`config.mk`:
```
export PLATFORM = sky130hd
export DESIGN_NAME = act_pwl_stream
export DESIGN_NICKNAME = d
export VERILOG_FILES = /design/src/rtl/act_pwl_stream.sv
export SDC_FILE = /design/constraint.sdc
export NUM_CORES = 1
export LEC_CHECK = 0
export CAP_MARGIN = 20
export CORE_ASPECT_RATIO = 1.4
export CORE_MARGIN = 3
export CORE_UTILIZATION = 40
export CTS_BUF_LIST = sky130_fd_sc_hd__clkbuf_4
export DETAILED_ROUTE_END_ITERATION = 12
export MAX_ROUTING_LAYER = met4
export SKIP_LAST_GASP = 1
export SYNTH_ARGS = -nofsm -noshare
export SYNTH_HDL_FRONTEND = slang
export SYNTH_SLANG_ARGS = --single-unit
```
`constraint.sdc`:
```
create_clock -name clk -period 7.1 [get_ports clk]
set_clock_uncertainty 0.05 [all_clocks]
set_input_delay 1.065 -clock clk [delete_from_list [all_inputs] [get_ports clk]]
set_output_delay 1.065 -clock clk [all_outputs]
set_load 0.05 [all_outputs]
```
`src/rtl/act_pwl_stream.sv`:
```
// Multi-lane piecewise-linear activation (sigmoid, tanh, ReLU, bypass) on a 3-stage valid/ready pipeline.
// Tanh reuses the sigmoid curve through tanh(x) = 2*sigmoid(2x) - 1, so stage 1 doubles |x| for tanh.
module act_pwl_stream #(
   parameter int LANES   = 2,
   parameter int DATA_W  = 8,
   parameter int FRAC_IN = 4,
   parameter int OUT_W   = 8
) (
   input  logic                     clk,
   input  logic                     reset,
   input  logic                     in_valid,
   output logic                     in_ready,
   input  logic [1:0]               in_mode,
   input  logic [LANES*DATA_W-1:0]  x_in,
   output logic                     out_valid,
   input  logic                     out_ready,
   output logic [LANES*OUT_W-1:0]   y_out,
   output logic [1:0]               out_mode,
   output logic [15:0]              sample_count
);

   localparam int MW = DATA_W + 1;
   localparam int SW = OUT_W + 1;
   localparam int AW = DATA_W + OUT_W + 9;
   localparam int CW = DATA_W + OUT_W + 3;
   localparam int FS = FRAC_IN + 5;

   // Segment breakpoints in input units; offsets carry FS fractional bits.
   localparam logic [AW-1:0] M_ONE   = AW'(1) << FRAC_IN;
   localparam logic [AW-1:0] M_KNEE  = AW'(19) << (FRAC_IN - 3);
   localparam logic [AW-1:0] M_SAT   = AW'(5) << FRAC_IN;
   localparam logic [AW-1:0] C_LO    = AW'(1) << (FS - 1);
   localparam logic [AW-1:0] C_MID   = AW'(5) << (FS - 3);
   localparam logic [AW-1:0] C_HI    = AW'(27) << (FS - 5);
   localparam logic [AW-1:0] S_ONE_W = AW'(1) << OUT_W;
   localparam logic [SW-1:0] S_ONE   = SW'(1) << OUT_W;
   localparam logic signed [CW-1:0] Y_MAX  = {{(CW-OUT_W+1){1'b0}}, {(OUT_W-1){1'b1}}};
   localparam logic signed [CW-1:0] Y_MIN  = -Y_MAX - CW'(1);
   localparam logic signed [CW-1:0] T_MIN  = -Y_MAX;
   localparam logic signed [CW-1:0] Y_HALF = {{(CW-OUT_W){1'b0}}, 1'b1, {(OUT_W-1){1'b0}}};

   logic                 v1_q, v2_q, v3_q;
   logic                 s1_en, s2_en, s3_en;
   logic [1:0]           mode1_q, mode2_q, out_mode_q;
   logic                 sign1_d [LANES];
   logic                 sign1_q [LANES];
   logic                 sign2_q [LANES];
   logic [MW-1:0]        abs1    [LANES];
   logic [MW-1:0]        mag1_d  [LANES];
   logic [MW-1:0]        mag1_q  [LANES];
   logic [MW-1:0]        mag2_q  [LANES];
   logic [AW-1:0]        m2      [LANES];
   logic [AW-1:0]        lin2    [LANES];
   logic [AW-1:0]        scl2    [LANES];
   logic [SW-1:0]        s2_d    [LANES];
   logic [SW-1:0]        s2_q    [LANES];
   logic [SW-1:0]        q3      [LANES];
   logic signed [CW-1:0] t3      [LANES];
   logic signed [CW-1:0] rx3     [LANES];
   logic [LANES*OUT_W-1:0] y_d, y_out_q;
   logic [15:0]          cnt_q;

   assign s3_en    = !v3_q || out_ready;
   assign s2_en    = !v2_q || s3_en;
   assign s1_en    = !v1_q || s2_en;
   assign in_ready = !reset && s1_en;

   assign out_valid    = v3_q;
   assign y_out        = y_out_q;
   assign out_mode     = out_mode_q;
   assign sample_count = cnt_q;

   always_comb begin
      for (int l = 0; l < LANES; l++) begin
         sign1_d[l] = x_in[l*DATA_W + DATA_W - 1];
         abs1[l]    = sign1_d[l] ? -{sign1_d[l], x_in[l*DATA_W +: DATA_W]}
                                 :  {sign1_d[l], x_in[l*DATA_W +: DATA_W]};
         mag1_d[l]  = (in_mode == 2'd1) ? {abs1[l][MW-2:0], 1'b0} : abs1[l];
      end
   end

   always_comb begin
      for (int l = 0; l < LANES; l++) begin
         m2[l] = {{(AW-MW){1'b0}}, mag1_q[l]};
         if (m2[l] < M_ONE) begin
            lin2[l] = (m2[l] << 3) + C_LO;
         end else if (m2[l] < M_KNEE) begin
            lin2[l] = (m2[l] << 2) + C_MID;
         end else begin
            lin2[l] = m2[l] + C_HI;
         end
         scl2[l] = (lin2[l] << OUT_W) >> FS;
         s2_d[l] = (m2[l] >= M_SAT || scl2[l] > S_ONE_W) ? S_ONE : scl2[l][SW-1:0];
      end
   end

   always_comb begin
      y_d = '0;
      for (int l = 0; l < LANES; l++) begin
         q3[l]  = sign2_q[l] ? (S_ONE - s2_q[l]) : s2_q[l];
         t3[l]  = $signed({{(CW-SW){1'b0}}, q3[l]}) - Y_HALF;
         rx3[l] = sign2_q[l] ? -$signed({{(CW-MW){1'b0}}, mag2_q[l]})
                             :  $signed({{(CW-MW){1'b0}}, mag2_q[l]});
         case (mode2_q)
            2'd0: y_d[l*OUT_W +: OUT_W] = q3[l][OUT_W] ? {OUT_W{1'b1}} : q3[l][OUT_W-1:0];
            2'd1: begin
               if (t3[l] > Y_MAX)      y_d[l*OUT_W +: OUT_W] = Y_MAX[OUT_W-1:0];
               else if (t3[l] < T_MIN) y_d[l*OUT_W +: OUT_W] = T_MIN[OUT_W-1:0];
               else                    y_d[l*OUT_W +: OUT_W] = t3[l][OUT_W-1:0];
            end
            default: begin
               // ReLU and bypass share the saturating resize; ReLU just zeroes negatives.
               if (mode2_q == 2'd2 && sign2_q[l]) y_d[l*OUT_W +: OUT_W] = '0;
               else if (rx3[l] > Y_MAX)           y_d[l*OUT_W +: OUT_W] = Y_MAX[OUT_W-1:0];
               else if (rx3[l] < Y_MIN)           y_d[l*OUT_W +: OUT_W] = Y_MIN[OUT_W-1:0];
               else                               y_d[l*OUT_W +: OUT_W] = rx3[l][OUT_W-1:0];
            end
         endcase
      end
   end

   always_ff @(posedge clk or posedge reset) begin
      if (reset) begin
         v1_q       <= 1'b0;
         v2_q       <= 1'b0;
         v3_q       <= 1'b0;
         mode1_q    <= '0;
         mode2_q    <= '0;
         out_mode_q <= '0;
         y_out_q    <= '0;
         cnt_q      <= '0;
         for (int l = 0; l < LANES; l++) begin
            sign1_q[l] <= 1'b0;
            sign2_q[l] <= 1'b0;
            mag1_q[l]  <= '0;
            mag2_q[l]  <= '0;
            s2_q[l]    <= '0;
         end
      end else begin
         if (s1_en) v1_q <= in_valid;
         if (s1_en && in_valid) begin
            mode1_q <= in_mode;
            for (int l = 0; l < LANES; l++) begin
               sign1_q[l] <= sign1_d[l];
               mag1_q[l]  <= mag1_d[l];
            end
         end
         if (s2_en) v2_q <= v1_q;
         if (s2_en && v1_q) begin
            mode2_q <= mode1_q;
            for (int l = 0; l < LANES; l++) begin
               sign2_q[l] <= sign1_q[l];
               mag2_q[l]  <= mag1_q[l];
               s2_q[l]    <= s2_d[l];
            end
         end
         if (s3_en) v3_q <= v2_q;
         if (s3_en && v2_q) begin
            y_out_q    <= y_d;
            out_mode_q <= mode2_q;
         end
         if (v3_q && out_ready) cnt_q <= cnt_q + 16'd1;
      end
   end

endmodule

```
==> results.json <==
{
  "hp-class": "reg -> reg",
  "crit_type": "in -> out",
  "numCtsBuffers": 9,
  "ys_top_cells_by_area": "dfrtp_1, nand2_1, ha_1",
  "required_ns": 5.98,
  "cts_tree": "built",
  "h-tree-depth": 3,
  "slew_headroom": 0.337,
  "final_cell_count_no_fill": 1005,
  "die-area_sq_mm": 0.0182,
  "p_leak_nw": 3.09,
  "finalHoldViolations": 0,
  "die_h_um": 158,
  "num_rows": 55,
  "syn_nets": 815,
  "syn_to_final_growth_pct": 13.2,
  "netlist_area_sq_mm": 0.00663,
  "fmax_mhz": 264,
  "startpoint_type": "input pin",
  "final_common_cell": "nand2_1",
  "ant_nets": 0,
  "fill_cells": 1633,
  "worstMarginPinSlew_ns": 0.994,
  "grt_usage": 0.184,
  "power_density_mw_per_mm2": 365,
  "crit_fanout": 4,
  "dp_cells": 985,
  "grt_setup_unrepaired": "false",
  "cp-startpoint": "out_ready",
  "hold_buffers": 0,
  "worstPathArrival_ns": 2.67,
  "antenna_found_initial": 1,
  "synthCells": 768,
  "synth_edf_count": 0,
  "r2r_setup_slack_ns": 3.59,
  "maxSlewViolCount": 0,
  "clk_latency_ns": 0.46,
  "drt_iter0_markers": 289,
  "cp-endpoint": "in_ready",
  "setup_ws_ns": 3.32,
  "min_period_ns": 3.78,
  "reg2reg_to": "y_out[12]",
  "die_w_um": 115,
  "wire_per_inst_um": 15.8,
  "grt_pass1_wl_um": 26800,
  "yosysWarnings": 0,
  "cts.path.max_buffers": 2,
  "grt_start_max_net_pins": 60,
  "synth_seq_cells": 99,
  "ys_types": 76,
  "dp.final_hpwl_um": 12000,
  "synth_top_area_share": 0.374,
  "place_ws_ns": 3.32,
  "status": "finished, final reports clean",
  "dr.pass1.iters": 4,
  "clock-sinks": 99,
  "multiInputGateArea_sq_mm": 0.00387,
  "post_cts_buffers": 0,
  "first_global_vias": 5379,
  "max_cap_viol_count": 0,
  "r2r_start": "s2_q[2]",
  "core_sq_mm": 0.0162,
  "cts_root_buf": "clkbuf_4",
  "synth.largest_area_cell": "dfrtp_1",
  "final_nets": 847,
  "path_clk_slew_ns": 0.16,
  "grt_overflow": 0,
  "routed_wl_um": 15900,
  "post-route-period-util": 0.533,
  "synthArstFlopShare": 1.00,
  "ys.flop_type": "dfrtp_1",
  "ys_seq_area_frac": 0.374,
  "cts-resized-gates": 0,
  "route.detailed.drc": 0,
  "layout.area.seq_sq_mm": 0.00248,
  "avgSynthCellArea_sq_um": 8.63,
  "via_count": 5666,
  "drive_gt1_frac": 0.0720,
  "start_util": 0.408,
  "r2r_cells": 9,
  "end_kind": "output port",
  "fin_setup_tns_ns": 0,
  "finalSetupViolCount": 0,
  "place_congestion": 0.926,
  "io_pins": 58,
  "vias_per_cell": 5.64,
  "io_buffers": 57,
  "layout_common_cells": "nand2_1, dfrtp_1, clkdlybuf4s50_1, nor2_1",
  "ir_drop_v": 0.000122
}
[worst min-delay path by stage]
stage                           from                to  slack, ns  cells after the start
floorplan                 mode1_q[0]        mode2_q[0]       0.38                      2
global route        sample_count[15]  sample_count[15]       0.47                      1
detailed placement       out_mode[1]       out_mode[1]       0.42                      2
global placement         out_mode[0]       out_mode[0]       0.41                      2
CTS                 sample_count[15]  sample_count[15]       0.45                      1
finish                   out_mode[1]       out_mode[1]       0.44                      2
[flip-flops by register name, indices dropped and copies added, names as in the netlist]
register,cells
m2,18
mag2_q,18
mode1_q,2
mode2_q,2
out_mode,2
out_valid,1
s2_q,18
sample_count,16
sign1_q,2
sign2_q,2
v1_q,1
v2_q,1
y_out,16
[worst max-delay path: stages]
cell	delay, ns
clkdlybuf4s50_1	0.52
nor2b_1	0.09
a31oi_1	0.18
clkdlybuf4s50_1	0.83
[final cells by class]
type,count,area share
timing repair buffer,63,0.0844
clock buffer,10,0.0100
clock inverter,6,0.00967
sequential,99,0.330
antenna,1,0.000333
tap,199,0.0332
inverter,31,0.0158
multi-input combinational,596,0.516
[Yosys cell counts, types with 15 or more instances]
cell type,n
nand2_1,105
dfrtp_1,99
nor2_1,53
a21oi_1,48
o21ai_0,48
clkbuf_1,38
xnor2_1,34
inv_1,29
ha_1,25
o31ai_1,21
xor2_1,19
nand2b_1,16
nand3_1,16
nor3_1,15
[stage by stage]
step / hold slack (ns) / area (sq um) / total power [W] / utilization
global placement: 0.411 / 7310 / 0.00239 / 0.450
global route: 0.473 / 7500 / 0.00295 / 0.462
CTS: 0.452 / 7460 / 0.00274 / 0.459
detailed placement: 0.417 / 7310 / 0.00242 / 0.450
floorplan: 0.383 / 6630 / 0.00202 / -
finish: 0.444 / 7500 / 0.00274 / 0.462
[kinds of logic after synthesis]
| group | synth area share |
|---|---|
| fa+ha+maj | 0.0472 |
| xor+xnor | 0.0700 |
| simple gates | 0.208 |
| flops | 0.374 |
| compound gates | 0.222 |
| buf+inv | 0.0427 |
| mux | 0.0370 |
[routing by layer]
metal | wire length [um] | GRT usage
met1 | 7280 | 0.233
met2 | 7850 | 0.304
met3 | 452 | 0.0202
met4 | 323 | 0.0666
met5 | 0 | -
[where the power goes]
part	internal [W]	leakage, nW	total, W	switching (W)
sequential	0.000713	1.23	0.000942	0.000229
clock	0.000115	0.0776	0.000320	0.000204
combinational	0.000579	1.78	0.00148	0.000897
(Power assumes the default switching activity.)
